`src/rtl/axi_chan_fifo_pkg.sv`:
```
// Shared definitions for the AXI channel FIFO: sizing helpers and the
// channel payload structs carried as DATA_WIDTH-bit words.
package axi_fifo_pkg;

  function automatic int clog2(input int v);
    int r;
    r = 0;
    while ((1 << r) < v) r++;
    return r;
  endfunction

  // Registered-output mode holds one extra entry in the output register.
  function automatic int fifo_cap(input int depth, input int fwft);
    return (fwft != 0) ? depth : depth + 1;
  endfunction

  function automatic int level_width(input int addr_width);
    return addr_width + 1;
  endfunction

  typedef struct packed {
    logic [3:0]  id;
    logic [27:0] addr;
  } ar_req_t;

  typedef struct packed {
    logic [3:0]  id;
    logic [27:0] addr;
  } aw_req_t;

  typedef struct packed {
    logic [3:0]  strb;
    logic        last;
    logic [26:0] data;
  } w_beat_t;

endpackage

```
`src/rtl/axi_chan_fifo_if.sv`:
```
// One valid/ready channel. A transfer happens on a rising edge where valid
// and ready are both high; once valid rises, data holds until that transfer.
interface axi_chan_fifo_if #(
  parameter int DATA_WIDTH = 32
);
  logic                  valid;
  logic [DATA_WIDTH-1:0] data;
  logic                  ready;

  modport master (output valid, output data, input ready);
  modport slave  (input valid, input data, output ready);
endinterface

```
`src/rtl/axi_chan_fifo_ram.sv`:
```
// DEPTH x DATA_WIDTH storage: one synchronous write port, one async read port.
module fifo_ram #(
  parameter int DATA_WIDTH = 32,
  parameter int ADDR_WIDTH = 2
) (
  input  logic                  clk,
  input  logic                  we,
  input  logic [ADDR_WIDTH-1:0] waddr,
  input  logic [DATA_WIDTH-1:0] wdata,
  input  logic [ADDR_WIDTH-1:0] raddr,
  output logic [DATA_WIDTH-1:0] rdata
);
  logic [DATA_WIDTH-1:0] mem [1 << ADDR_WIDTH];

  always_ff @(posedge clk) begin
    if (we) mem[waddr] <= wdata;
  end

  assign rdata = mem[raddr];
endmodule

```
`src/rtl/axi_chan_fifo.sv`:
```
// Channel FIFO with FWFT or registered-output head, occupancy flags,
// high-water mark and synchronous flush.
module axi_chan_fifo
  import axi_fifo_pkg::*;
#(
  parameter int DATA_WIDTH    = 32,
  parameter int ADDR_WIDTH    = 2,
  parameter int FWFT          = 1,
  parameter int AFULL_THRESH  = (1 << ADDR_WIDTH) - 1,
  parameter int AEMPTY_THRESH = 1
) (
  input  logic                  clk,
  input  logic                  rst_n,
  input  logic                  flush,
  axi_chan_fifo_if.slave        s,
  axi_chan_fifo_if.master       m,
  output logic [ADDR_WIDTH:0]   level,
  output logic                  almost_full,
  output logic                  almost_empty,
  output logic [ADDR_WIDTH:0]   max_level
);
  localparam int DEPTH = 1 << ADDR_WIDTH;
  localparam int CAP   = fifo_cap(DEPTH, FWFT);
  localparam int LW    = level_width(ADDR_WIDTH);
  localparam logic [LW-1:0] CAP_L = LW'(CAP);
  localparam logic [LW-1:0] AF_L  = LW'(AFULL_THRESH);
  localparam logic [LW-1:0] AE_L  = LW'(AEMPTY_THRESH);

  logic                  push, pop;
  logic [LW-1:0]         level_nxt;
  logic [ADDR_WIDTH-1:0] wptr, rptr;
  logic                  ram_we, ram_re;
  logic [DATA_WIDTH-1:0] ram_rdata;

  assign s.ready      = (level != CAP_L);
  assign m.valid      = (level != '0);
  assign push         = s.valid && s.ready;
  assign pop          = m.valid && m.ready;
  assign almost_full  = (level >= AF_L);
  assign almost_empty = (level <= AE_L);

  always_comb begin
    level_nxt = level;
    case ({push, pop})
      2'b10:   level_nxt = level + 1'b1;
      2'b01:   level_nxt = level - 1'b1;
      default: level_nxt = level;
    endcase
  end

  always_ff @(posedge clk) begin
    if (!rst_n || flush) begin
      level     <= '0;
      max_level <= '0;
      wptr      <= '0;
      rptr      <= '0;
    end else begin
      level <= level_nxt;
      if (level_nxt > max_level) max_level <= level_nxt;
      if (ram_we) wptr <= wptr + 1'b1;
      if (ram_re) rptr <= rptr + 1'b1;
    end
  end

  fifo_ram #(.DATA_WIDTH(DATA_WIDTH), .ADDR_WIDTH(ADDR_WIDTH)) u_ram (
    .clk   (clk),
    .we    (ram_we),
    .waddr (wptr),
    .wdata (s.data),
    .raddr (rptr),
    .rdata (ram_rdata)
  );

  if (FWFT != 0) begin : g_fwft
    assign ram_we = push;
    assign ram_re = pop;
    assign m.data = ram_rdata;
  end else begin : g_oreg
    logic                  ovld;
    logic [DATA_WIDTH-1:0] oreg;
    logic                  ram_empty;
    logic                  to_oreg;

    // RAM occupancy excludes the entry sitting in the output register.
    assign ram_empty = ((level - LW'(ovld)) == '0);
    // A push that coincides with the pop of the last entry goes straight
    // to the output register so the head never goes stale.
    assign to_oreg   = push && (!ovld || (pop && ram_empty));
    assign ram_we    = push && !to_oreg;
    assign ram_re    = pop && !ram_empty;
    assign m.data    = oreg;

    always_ff @(posedge clk) begin
      if (!rst_n) begin
        ovld <= 1'b0;
        oreg <= '0;
      end else if (flush) begin
        ovld <= 1'b0;
      end else if (ram_re) begin
        oreg <= ram_rdata;
      end else if (to_oreg) begin
        oreg <= s.data;
        ovld <= 1'b1;
      end else if (pop) begin
        ovld <= 1'b0;
      end
    end
  end
endmodule

```
`src/flat_wrapper.sv`:
```
// flat-port wrapper written by rule: the top's interface ports become plain ports
module axi_chan_fifo_flat import axi_fifo_pkg::*;
#(
  parameter int DATA_WIDTH    = 32,
  parameter int ADDR_WIDTH    = 2,
  parameter int FWFT          = 1,
  parameter int AFULL_THRESH  = (1 << ADDR_WIDTH) - 1,
  parameter int AEMPTY_THRESH = 1
)
  (clk, rst_n, flush, level, almost_full, almost_empty, max_level, s_valid, s_data, s_ready, m_valid, m_data, m_ready);
  axi_chan_fifo_if #(.DATA_WIDTH(DATA_WIDTH)) s_i ();
  axi_chan_fifo_if #(.DATA_WIDTH(DATA_WIDTH)) m_i ();
  input  logic clk;
  input  logic rst_n;
  input  logic flush;
  output logic [ADDR_WIDTH:0] level;
  output logic almost_full;
  output logic almost_empty;
  output logic [ADDR_WIDTH:0] max_level;
  input wire logic [$bits(s_i.valid)-1:0] s_valid;
  input wire logic [$bits(s_i.data)-1:0] s_data;
  output wire logic [$bits(s_i.ready)-1:0] s_ready;
  output wire logic [$bits(m_i.valid)-1:0] m_valid;
  output wire logic [$bits(m_i.data)-1:0] m_data;
  input wire logic [$bits(m_i.ready)-1:0] m_ready;
  assign s_i.valid = s_valid;
  assign s_i.data = s_data;
  assign s_ready = s_i.ready;
  assign m_valid = m_i.valid;
  assign m_data = m_i.data;
  assign m_i.ready = m_ready;
  axi_chan_fifo #(.DATA_WIDTH(DATA_WIDTH), .ADDR_WIDTH(ADDR_WIDTH), .FWFT(FWFT), .AFULL_THRESH(AFULL_THRESH), .AEMPTY_THRESH(AEMPTY_THRESH)) u_core (.clk(clk), .rst_n(rst_n), .flush(flush), .s(s_i), .m(m_i), .level(level), .almost_full(almost_full), .almost_empty(almost_empty), .max_level(max_level));
endmodule
```
`config.mk`:
```
export PLATFORM = sky130hd
export DESIGN_NAME = axi_chan_fifo_flat
export DESIGN_NICKNAME = d
export VERILOG_FILES = /design/src/rtl/axi_chan_fifo_pkg.sv /design/src/rtl/axi_chan_fifo_if.sv /design/src/rtl/axi_chan_fifo_ram.sv /design/src/rtl/axi_chan_fifo.sv /design/src/flat_wrapper.sv
export SDC_FILE = /design/constraint.sdc
export NUM_CORES = 1
export LEC_CHECK = 0
export ABC_CLOCK_PERIOD_IN_PS = 10200
export CAP_MARGIN = 20
export CORE_ASPECT_RATIO = 1.4
export CORE_MARGIN = 2
export CORE_UTILIZATION = 40
export CTS_BUF_LIST = sky130_fd_sc_hd__clkbuf_8 sky130_fd_sc_hd__clkbuf_16
export DETAILED_ROUTE_END_ITERATION = 8
export PLACE_DENSITY = 0.72
export SKIP_LAST_GASP = 1
export SYNTH_ARGS = -nofsm -noshare
export SYNTH_HDL_FRONTEND = slang
export SYNTH_HIERARCHICAL = 1
export SYNTH_SLANG_ARGS = --single-unit
```
`constraint.sdc`:
```
create_clock -name clk -period 10.2 [get_ports clk]
set_input_delay 3.06 -clock clk [delete_from_list [all_inputs] [get_ports clk]]
set_output_delay 3.06 -clock clk [all_outputs]
set_load 0.05 [all_outputs]
```
; Word level (Yosys, flattened, before mapping)
; Memories as Yosys holds them, arrays and structs flattened. A register that Yosys moved wholly into a read port is not among the register bits.
; Cells that the tools add are included.
[op_classes]
addsub = 4
magnitude_cmp = 3
n_eq_ne = 3
n_mux = 5
reduce_logical = 5
[ops]
columns = op, count
row1 = 3-bit one-hot mux with 2 select lines, 1
row2 = 2-bit by 1-bit adder with 2-bit output (second input constant), 2
row3 = 2-bit 2-to-1 mux, 2
row4 = 3-bit by 1-bit adder with 3-bit output (second input constant), 1
row5 = 3-bit by 2-bit >= comparator with 1-bit output (second input constant), 1
row6 = 3-bit > comparator, 1
row7 = 3-bit by 1-bit less-or-equal comparator with 1-bit output (second input constant), 1
row8 = 3-bit inequality test (second input constant), 1
row9 = 3-bit nonzero test, 1
row10 = 3-bit by 1-bit subtractor with 3-bit output (second input constant), 1
row11 = 2-bit by 1-bit equality test with 1-bit output (second input constant), 1
row12 = 2-bit equality test (second input constant), 1
row13 = 1-bit logical AND, 2
row14 = 1-bit 2-to-1 mux, 2
row15 = 1-bit zero test, 1
row16 = 1-bit logical OR, 1
[word_totals]
ff_bits = 10
ramBits = 128
input_bits = 37
out_inout_bits = 42
elab_cells = 25
memories = 1
[memory_table]
columns = memory, depth, word_bits, read_ports, rd_ports_with_merged_regs, wr, line_no
row1 = u_core.u_ram.mem, 4, 32, 1, 1, 1, axi_chan_fifo_ram.sv:13  ; logic [DATA_WIDTH-1:0] mem [1 << ADDR_WIDTH];

; Longest topological paths before layout
; Gate-level depths: netlist of the first run.
[depth]
word_depth = 5
mapped_depth = 15
ltp_nobuf = 15

; Cells and area by module
; Netlist of the first run, hierarchy kept.
[modules_own_cells]
columns = mod, instances, cells_each, area_each_um2, seq_area_each_um2
row1 = fifo_ram, 1, 171, 4689.5, 3843.7
row2 = axi_chan_fifo, 1, 71, 621.8, 200.2

; Worst setup path after synthesis of the first run
; OpenSTA, ideal clock, no wires.
[synth_timing]
path_type = input to register
startpoint = in s_valid
endpoint = mem u_core.u_ram.mem[0][0] (enable)
setup_ns = 0.468
arrival_ns = 5.695
required_ns = 9.732
path_slack_ns = 4.037
stages = 3
path_buffers = 0
cell_sequence = nand2_1 > inv_1 > nor3b_1
[synth_via]
elab_chain_len = 3
[synth_lines]
columns = item, line_no
row1 = "start, declared", flat_wrapper.sv:20  ; input wire logic [$bits(s_i.valid)-1:0] s_valid;
row2 = 1-bit logical AND, axi_chan_fifo.sv:37  ; assign push = s.valid && s.ready;
row3 = via u_core.push, axi_chan_fifo.sv:29  ; logic push, pop;
row4 = 1-bit 2-to-1 mux, axi_chan_fifo_ram.sv:16  ; if (we) mem[waddr] <= wdata;
row5 = 1-bit 2-to-1 mux (not written as such), axi_chan_fifo_ram.sv:16
row6 = "end, declared", axi_chan_fifo_ram.sv:13
; The timed path passes the listed nets, and every way through them passes these cells.

==> results of run 1 <==
-- flip-flops by register name, indices dropped and copies added, names as in the netlist --
name              cells
u_core/level          3
u_core/max_level      3
u_core/rptr           2
u_core/u_ram/mem    128
u_core/wptr           2
-- power by group through the flow --
stage	registers, mW	clock network, mW	logic, mW
after detailed placement	0.651	0	0.112
final	0.639	0.648	0.111
after global placement	0.649	0	0.109
after floorplan	0.653	0	0.0624
after CTS	0.639	0.662	0.113
after global routing	0.640	0.685	0.118
-- worst min path at each step --
stage / startpoint / to / slack [ns]
global route: u_core/max_level[0]$_SDFFE_PP0N_ / u_core/max_level[0]$_SDFFE_PP0N_ / 0.59
CTS: u_core/max_level[0]$_SDFFE_PP0N_ / u_core/max_level[0]$_SDFFE_PP0N_ / 0.57
finish: u_core/max_level[0]$_SDFFE_PP0N_ / u_core/max_level[0]$_SDFFE_PP0N_ / 0.57
floorplan: u_core/wptr[1]$_SDFFE_PP0P_ / u_core/wptr[1]$_SDFFE_PP0P_ / 0.52
global placement: u_core/max_level[0]$_SDFFE_PP0N_ / u_core/max_level[0]$_SDFFE_PP0N_ / 0.53
detailed placement: u_core/max_level[0]$_SDFFE_PP0N_ / u_core/max_level[0]$_SDFFE_PP0N_ / 0.55
-- kinds of logic after synthesis --
logic type	Yosys count	synth area share
xor gates and xnor gates	4	0.006597
and+or+nand+nor	31	0.03228
buffers and inverters	15	0.02191
DFF	138	0.7614
AOI/OAI and AO/OA	11	0.01484
muxes	34	0.1418
adders and majority gates	9	0.02120
-- synthesized netlist by cell type, types with 3 or more instances --
cell type	count	area (um2)
xor2_1	3	26.28
nand2_1	5	18.77
mux4_2	30	675.7
nor2_1	10	37.54
inv_1	8	30.03
buf_2	3	15.01
nand2b_1	3	18.77
dfxtp_1	10	200.2
buf_12	3	60.06
edfxtp_1	128	3844
ha_1	9	112.6
-- final cells by class --
| class | count | area [um2] | area share |
|---|---|---|---|
| sequential | 138 | 4046 | 0.5869 |
| multi-input combinational | 89 | 1160 | 0.1682 |
| timing repair buffer | 81 | 807.0 | 0.1171 |
| clock buffer | 17 | 425.4 | 0.06171 |
| tap | 178 | 222.7 | 0.03230 |
| clock inverter | 13 | 202.7 | 0.02940 |
| inverter | 8 | 30.03 | 0.004356 |
-- worst max-delay path, stage by stage, from the launching register on --
cell             delay, ns
dfxtp_2               0.56
buf_4                 0.50
mux4_1                0.64
clkdlybuf4s50_1       0.73
-- stage by stage --
step / utilization / hold slack, ns
floorplan: - / 0.5219
global placement: 0.4835 / 0.5326
detailed placement: 0.4844 / 0.5450
CTS: 0.5329 / 0.5655
global route: 0.5329 / 0.5922
finish: 0.5329 / 0.5722
-- routing by layer --
metal,vias to the layer above,GRT usage
met3,10,0.04142
met4,0,0.05761
met2,69,0.2510
met5,-,0
li1,1171,-
met1,1334,0.1711
==> impl_metrics.py, run 1 <==
metrics = {
    "floorplan": {
        "core_mm2": 0.01294,
        "rows": 49,
        "fp.dieH_um": 140.3,
        "die_x_um": 101.4,
        "start_util": 0.4106,
        "die-area_mm2": 0.01423,
        "pin_count": 79,
    },
    "critical_path": {
        "worstPathMaxFanout": 25,
        "critPathKind": "flip-flop to output port",
        "worstRegToRegCells": 14,
        "reg2reg_to": "u_core/max_level[1]$_SDFFE_PP0N_",
        "cp.required_ns": 7.14,
        "worstPathArrival_ns": 2.85,
        "startpoint_type": "flip-flop",
        "timing.rr.start": "u_core/level[0]$_SDFF_PP0_",
        "reg2reg_slack_ns": 7.12,
        "crit_end": "m_data[31]",
        "crit_start": "u_core/rptr[0]$_SDFFE_PP0P_",
        "worstSetupEndpointType": "output port",
    },
    "power_and_ir_drop": {
        "p_sw_uw": 288.8,
        "power_frac_seq": 0.457,
        "p_leak_nw": 2.276,
        "combPwrFrac": 0.080,
        "peakVddDrop_mv": 0.1105,
        "p_int_mw": 1.109,
        "p_clk_frac": 0.463,
        "power_density_mw_per_mm2": 202.8,
        "power_mw": 1.398,
        "switching_share": 0.2066,
    },
    "clock_network": {
        "cts_hold_buf": 0,
        "ctsResizeCount": 0,
        "cts.sinks": 138,
        "clock_latency_ns": 0.40,
        "cts_max_level": 4,
        "clk_pin_slew_ns": 0.06,
        "cts_tree": "yes",
        "cts_root_buf": "clkbuf_16",
        "cts_buffers": 17,
        "cts_buffer_depth": 2,
        "post_cts_buffers": 0,
    },
    "route": {
        "wl_met2_um": 5090,
        "num_vias": 2584,
        "met3_wirelength_um": 451,
        "vias_per_cell": 4.931,
        "avgRoutedWirePerCell_um": 18.17,
        "drt_iter0_drc": 115,
        "maxUsedRoutingLayer": "met4",
        "drt_pass1_iterations": 4,
        "met1_length_um": 3853,
        "route.detailed.drc": 0,
        "routed_wl_um": 9520,
        "drtAntennaViolNets": 0,
    },
    "synth": {
        "synth_area_mm2": 0.005311,
        "synth_seq_cells": 138,
        "ys_warn_count": 6,
        "synth.distinct_cells": 34,
        "synthFlopType": "edfxtp_1",
        "synth_edf_count": 128,
        "avgSynthCellArea_um2": 21.95,
        "synthCells": 242,
        "synth_fp_nets": 288,
        "seq_area_frac_synth": 0.7614,
        "async_reset_ff_frac": 0,
    },
    "grt": {
        "grt_pass1_vias": 2870,
        "antenna_found_initial": 0,
        "grt_max_degree": 34,
        "grt_first_pass_wirelength_um": 15210,
        "grt_overflow": 0,
        "track_usage": 0.1461,
    },
    "final_layout": {
        "mostFrequentLayoutCells": "128 x edfxtp_1, 78 x clkdlybuf4s50_1, 30 x mux4_2, 17 x clkbuf_16, 10 x nor2_1",
        "fin_area_mm2": 0.006894,
        "drive_gt1_frac": 0.2052,
        "diodes": 0,
        "fin_nets": 381,
        "mostFrequentLayoutCell": "edfxtp_1",
        "syn_to_final_growth_pct": 29.80,
        "fillers": 1020,
        "fin_cells": 524,
    },
    "place": {
        "gp_congestion": 0.7533,
        "place_ws_ns": 4.395,
        "place_area_mm2": 0.006266,
        "portBuffers": 78,
        "dpl.cell_count": 494,
        "hpwl_um": 5884,
    },
    "min_path": {
        "hp-class": "flip-flop to flip-flop",
        "hold_depth": 1,
    },
    "timing": {
        "setup_ws_ns": 4.292,
        "fin_setup_tns_ns": 0,
        "post-route-min-period_ns": 5.908,
        "final_hold_viol_count": 0,
        "relSlewSlack": 0.3647,
        "worst_pin_slew_ns": 0.9530,
        "skew_ns": 0.007355,
        "finalSetupViolations": 0,
        "final_max_slew_viol_count": 0,
        "rsz0062_at_grt": "false",
        "max_freq_ghz": 0.1693,
        "post-route-period-util": 0.5792,
    },
    "run": {
        "maxCapViolations": 0,
    },
    "status": {
        "outcome": "finished clean",
    },
}
Power figures use the tool's default switching activity.
==> run 2, diff against run 1 <==
--- a/config.mk
+++ b/config.mk
@@ -5,7 +5,7 @@
 export SDC_FILE = /design/constraint.sdc
 export NUM_CORES = 1
 export LEC_CHECK = 0
-export ABC_CLOCK_PERIOD_IN_PS = 10200
+export ABC_CLOCK_PERIOD_IN_PS = 5800
 export CAP_MARGIN = 20
 export CORE_ASPECT_RATIO = 1.4
 export CORE_MARGIN = 2
==> constraint.sdc (replaced) <==
create_clock -name clk -period 5.8 [get_ports clk]
set_input_delay 1.74 -clock clk [delete_from_list [all_inputs] [get_ports clk]]
set_output_delay 1.74 -clock clk [all_outputs]
set_load 0.05 [all_outputs]
==> run 2 against run 1 <==
  * Global-route usage fell by 0.32 points
  * Combinational power rose by 77%
  * Die area did not move
  * Non-clock buffer count rose by 1
  * Largest cell class unchanged
  * Highest routed layer unchanged
==> impl_metrics.py, run 2 (synthesized netlist as in run 1, its figures left out) <==
metrics = {
    "timing": {
        "fin_setup_tns_ns": 0,
        "post-route-period-util": 0.7518,
        "final_max_slew_viol_count": 0,
        "whs_ns": 0.5516,
        "final_hold_viol_count": 0,
        "relSlewSlack": 0.3880,
        "post-route-min-period_ns": 4.360,
        "max_freq_ghz": 0.2293,
        "setup_ws_ns": 1.440,
        "finalSetupViolations": 0,
        "worst_pin_slew_ns": 0.9180,
        "skew_ns": 0.008830,
        "rsz0062_at_grt": "false",
    },
    "critical_path": {
        "slowest_stage": "clkdlybuf4s50_1",
        "cp.depth": 3,
        "cp.required_ns": 4.06,
        "crit_buf_inv": 2,
        "worstPathMaxFanout": 15,
        "worstPathArrival_ns": 2.62,
        "crit_family": "buffers and inverters",
        "crit_chain": "buf_4, mux4_1, clkdlybuf4s50_1",
        "worstSetupEndpointType": "output port",
        "worstRegToRegCells": 13,
        "slowest_delay_ns": 0.75,
        "startpoint_type": "flip-flop",
        "critPathKind": "flip-flop to output port",
    },
    "power_and_ir_drop": {
        "peakVddDrop_mv": 0.2037,
        "combPwrFrac": 0.081,
        "p_clk_frac": 0.454,
        "switching_share": 0.2215,
        "power_frac_seq": 0.465,
        "power_density_mw_per_mm2": 351.0,
        "p_sw_uw": 534.8,
        "p_leak_nw": 2.273,
        "p_int_mw": 1.880,
    },
    "clock_network": {
        "ctsResizeCount": 0,
        "cts_tree": "yes",
        "clk_pin_slew_ns": 0.06,
        "cts_max_level": 4,
        "cts_root_buf": "clkbuf_16",
        "cts_buffer_depth": 2,
        "post_cts_buffers": 0,
        "clock_latency_ns": 0.40,
        "cts_buffers": 17,
        "cts_hold_buf": 0,
        "cts.sinks": 138,
    },
    "route": {
        "avgRoutedWirePerCell_um": 17.79,
        "drt_iter0_drc": 101,
        "vias_per_cell": 4.949,
        "route.detailed.drc": 0,
        "routed_wl_um": 9377,
        "drt_pass1_iterations": 4,
        "num_vias": 2608,
        "drtAntennaViolNets": 0,
    },
    "final_layout": {
        "syn_to_final_growth_pct": 29.54,
        "mostFrequentLayoutCells": "128 x edfxtp_1, 78 x clkdlybuf4s50_1, 30 x mux4_2, 17 x clkbuf_16, 10 x nor2_1",
        "mostFrequentLayoutCell": "edfxtp_1",
        "largest_reg_flops": 128,
        "biggestRegsByFlops": "u_core/u_ram/mem (128), u_core/level (3), u_core/max_level (3)",
        "fin_cells": 527,
        "drive_gt1_frac": 0.2120,
        "fin_nets": 382,
        "largest-register": "u_core/u_ram/mem",
        "fillers": 1019,
        "diodes": 0,
    },
    "grt": {
        "antenna_found_initial": 0,
        "grt_overflow": 0,
        "grt_first_pass_wirelength_um": 14900,
        "track_usage": 0.1428,
        "grt_pass1_vias": 2852,
        "grt_max_degree": 34,
    },
    "floorplan": {
        "die-area_mm2": 0.01423,
        "start_util": 0.4106,
        "fp.dieH_um": 140.3,
        "core_mm2": 0.01294,
        "pin_count": 79,
        "die_x_um": 101.4,
        "rows": 49,
    },
    "place": {
        "place_ws_ns": 1.341,
        "gp_congestion": 0.7077,
        "portBuffers": 78,
        "dpl.cell_count": 495,
        "hpwl_um": 5616,
    },
    "min_path": {
        "hp-class": "flip-flop to flip-flop",
        "hold_depth": 1,
    },
    "run": {
        "maxCapViolations": 0,
    },
    "status": {
        "outcome": "finished clean",
    },
}
-- run 2: changes by cell type in the layout (fill, tap and decap cells not counted) --
cell        change
bufinv_16       -2
inv_1           -1
clkinv_2        -1
clkinv_1        +1
clkinvlp_4      -1
buf_4           +2
inv_6           +5
buf_6           -1
inv_8           +1
-- run 2: worst paths after layout --
check / startpoint / endpoint / slack (ns)
worst min-delay path: u_core/max_level[0]$_SDFFE_PP0N_ / u_core/max_level[0]$_SDFFE_PP0N_ / 0.55
worst max-delay path: u_core/rptr[0]$_SDFFE_PP0P_ / m_data[0] / 1.44
worst min register to register: u_core/max_level[0]$_SDFFE_PP0N_ / u_core/max_level[0]$_SDFFE_PP0N_ / 0.55
worst max register to register: u_core/level[1]$_SDFF_PP0_ / u_core/max_level[1]$_SDFFE_PP0N_ / 2.78
-- run 2: layout make-up --
class / instances / area (um2) / area share
well taps: 178 / 222.7 / 0.03237
multi-input cells: 89 / 1160 / 0.1686
flip-flops and latches: 138 / 4046 / 0.5881
clock buffers: 17 / 425.4 / 0.06183
inverters: 8 / 30.03 / 0.004364
repair buffers: 82 / 810.8 / 0.1178
clock inverters: 15 / 185.2 / 0.02691
-- run 2: metal layers --
layer	GRT usage	vias up	routed length (um)
li1	-	1186	-
met1	0.1688	1347	3817
met2	0.2440	67	5143
met3	0.04192	8	305
met4	0.05405	0	110
met5	0	-	0
-- run 2: stage by stage --
| stage | total power [mW] | utilization | instance area [um2] |
|---|---|---|---|
| after floorplan | 1.259 | - | 5311 |
| after CTS | 2.444 | 0.5319 | 6880 |
| after detailed placement | 1.340 | 0.4847 | 6270 |
| after global placement | 1.333 | 0.4847 | 6270 |
| after global routing | 2.502 | 0.5319 | 6880 |
| final | 2.415 | 0.5319 | 6880 |
-- run 2: power by group through the flow --
| stage | Sequential [mW] | Clock (mW) | Combinational (mW) |
|---|---|---|---|
| floorplan | 1.15 | 0 | 0.110 |
| global placement | 1.14 | 0 | 0.191 |
| detailed placement | 1.14 | 0 | 0.196 |
| CTS | 1.12 | 1.12 | 0.197 |
| global route | 1.12 | 1.17 | 0.207 |
| finish | 1.12 | 1.10 | 0.196 |
==> run 3, diff against run 2 <==
--- a/config.mk
+++ b/config.mk
@@ -5,7 +5,7 @@
 export SDC_FILE = /design/constraint.sdc
 export NUM_CORES = 1
 export LEC_CHECK = 0
-export ABC_CLOCK_PERIOD_IN_PS = 5800
+export ABC_CLOCK_PERIOD_IN_PS = 4300
 export CAP_MARGIN = 20
 export CORE_ASPECT_RATIO = 1.4
 export CORE_MARGIN = 2
==> constraint.sdc (replaced) <==
create_clock -name clk -period 4.3 [get_ports clk]
set_input_delay 1.29 -clock clk [delete_from_list [all_inputs] [get_ports clk]]
set_output_delay 1.29 -clock clk [all_outputs]
set_load 0.05 [all_outputs]
==> run 3 against run 2 <==
  * Critical path depth unchanged
  * Largest cell class unchanged
  * Worst setup slack lost 1.0 ns
  * Sequential share of layout area shrank 0.22 points
  * Routed wire length is 3.6% higher
  * Global-route usage up 0.63 points
  * Via count increased by 0.73%
  * Critical endpoint unchanged
  * Die area unchanged
  * Clock-buffer cell count did not move
  * Combinational power up 36%
  * Worst hold slack worse by 0.0026 ns
  * Non-clock buffer count is 4 higher
  * Design area up 0.38%
==> impl_metrics.py, run 3 (synthesized netlist as in run 1, its figures left out) <==
metrics = {
    "clock_network": {
        "cts_max_level": 4,
        "cts_buffers": 17,
        "cts_buffer_depth": 2,
        "ctsResizeCount": 0,
        "cts_root_buf": "clkbuf_16",
        "cts_hold_buf": 0,
        "post_cts_buffers": 0,
        "clock_latency_ns": 0.40,
        "cts.sinks": 138,
        "cts_tree": "yes",
        "clk_pin_slew_ns": 0.06,
    },
    "final_layout": {
        "drive_gt1_frac": 0.2210,
        "biggestRegsByFlops": "u_core/u_ram/mem (128), u_core/level (3), u_core/max_level (3)",
        "fin_util": 0.5339,
        "mostFrequentLayoutCell": "edfxtp_1",
        "fin_cells": 531,
        "largest-register": "u_core/u_ram/mem",
        "mostFrequentLayoutCells": "128 x edfxtp_1, 78 x clkdlybuf4s50_1, 30 x mux4_2, 17 x clkbuf_16, 10 x nor2_1",
        "syn_to_final_growth_pct": 30.04,
        "diodes": 0,
        "largest_reg_flops": 128,
        "fillers": 1043,
        "fin_nets": 386,
        "fin_area_mm2": 0.006907,
    },
    "floorplan": {
        "start_util": 0.4106,
        "pin_count": 79,
        "core_mm2": 0.01294,
        "fp.dieH_um": 140.3,
        "rows": 49,
        "die_x_um": 101.4,
        "die-area_mm2": 0.01423,
    },
    "grt": {
        "antenna_found_initial": 1,
        "track_usage": 0.1491,
        "grt_max_degree": 33,
        "grt_first_pass_wirelength_um": 15470,
        "grt_pass1_vias": 2966,
        "grt_overflow": 0,
    },
    "critical_path": {
        "critPathKind": "flip-flop to output port",
        "worstPathArrival_ns": 2.60,
        "worstPathMaxFanout": 23,
        "startpoint_type": "flip-flop",
        "worstSetupEndpointType": "output port",
        "cp.required_ns": 3.01,
    },
    "route": {
        "drt_iter0_drc": 96,
        "drtAntennaViolNets": 0,
        "vias_per_cell": 4.947,
        "drt_pass1_iterations": 4,
        "num_vias": 2627,
        "avgRoutedWirePerCell_um": 18.30,
        "route.detailed.drc": 0,
        "routed_wl_um": 9716,
    },
    "timing": {
        "fin_setup_tns_ns": 0,
        "skew_ns": 0.008367,
        "post-route-period-util": 0.9037,
        "finalSetupViolations": 0,
        "worst_pin_slew_ns": 0.8896,
        "post-route-min-period_ns": 3.886,
        "relSlewSlack": 0.4069,
        "max_freq_ghz": 0.2573,
        "final_max_slew_viol_count": 0,
        "rsz0062_at_grt": "false",
        "final_hold_viol_count": 0,
    },
    "power_and_ir_drop": {
        "peakVddDrop_mv": 0.2839,
        "power_density_mw_per_mm2": 458.5,
        "p_leak_nw": 2.275,
    },
    "place": {
        "place_area_mm2": 0.006331,
        "gp_congestion": 0.7061,
        "hpwl_um": 6171,
        "portBuffers": 78,
        "dpl.cell_count": 499,
    },
    "status": {
        "outcome": "finished clean",
    },
    "run": {
        "maxCapViolations": 0,
    },
    "min_path": {
        "hp-class": "flip-flop to flip-flop",
    },
}
[run 3: power by group]
group	total, mW	leakage, nW	internal [mW]	switching, mW
combinational	0.266	0.751	0.110	0.156
sequential	1.51	1.26	1.50	0.0100
clock	1.39	0.267	0.851	0.535
[run 3: layout make-up]
cell class,instances,area [um2],area share
clock buffer,17,425.4,0.06159
inverter,8,30.03,0.004348
sequential,138,4046,0.5859
timing repair buffer,86,865.8,0.1254
clock inverter,15,150.1,0.02174
multi-input combinational,89,1166,0.1688
tap,178,222.7,0.03225
[run 3: path summary, 6_finish.rpt]
check | from | endpoint | depth (start not counted) | slack [ns]
worst min-delay path | u_core/max_level[0]$_SDFFE_PP0N_ | u_core/max_level[0]$_SDFFE_PP0N_ | 1 | 0.55
worst min register to register | u_core/max_level[0]$_SDFFE_PP0N_ | u_core/max_level[0]$_SDFFE_PP0N_ | 1 | 0.55
worst max-delay path | u_core/rptr[0]$_SDFFE_PP0P_ | m_data[0] | 3 | 0.41
worst max register to register | u_core/level[1]$_SDFF_PP0_ | u_core/max_level[1]$_SDFFE_PP0N_ | 14 | 1.17
[run 3: through the flow]
stage	hold WS [ns]	setup slack [ns]	power [mW]
detailed placement	0.5363	0.2063	1.810
finish	0.5489	0.4142	3.167
floorplan	0.5220	0.7487	1.697
global placement	0.5197	0.3664	1.801
global route	0.5722	0.2938	3.285
CTS	0.5534	0.3556	3.203
[run 3: layer usage]
layer  vias to the layer above  GRT usage  wire, um
met5                         -          0        16
li1                       1188          -         -
met1                      1341     0.1638      3820
met4                         2    0.06259       204
met2                        77     0.2590      5226
met3                        19    0.05140       447
[run 3: worst max-delay path: stages (launching register included)]
cell             delay [ns]
dfxtp_2                0.37
buf_4                  0.42
mux4_1                 0.67
clkdlybuf4s50_1        0.73
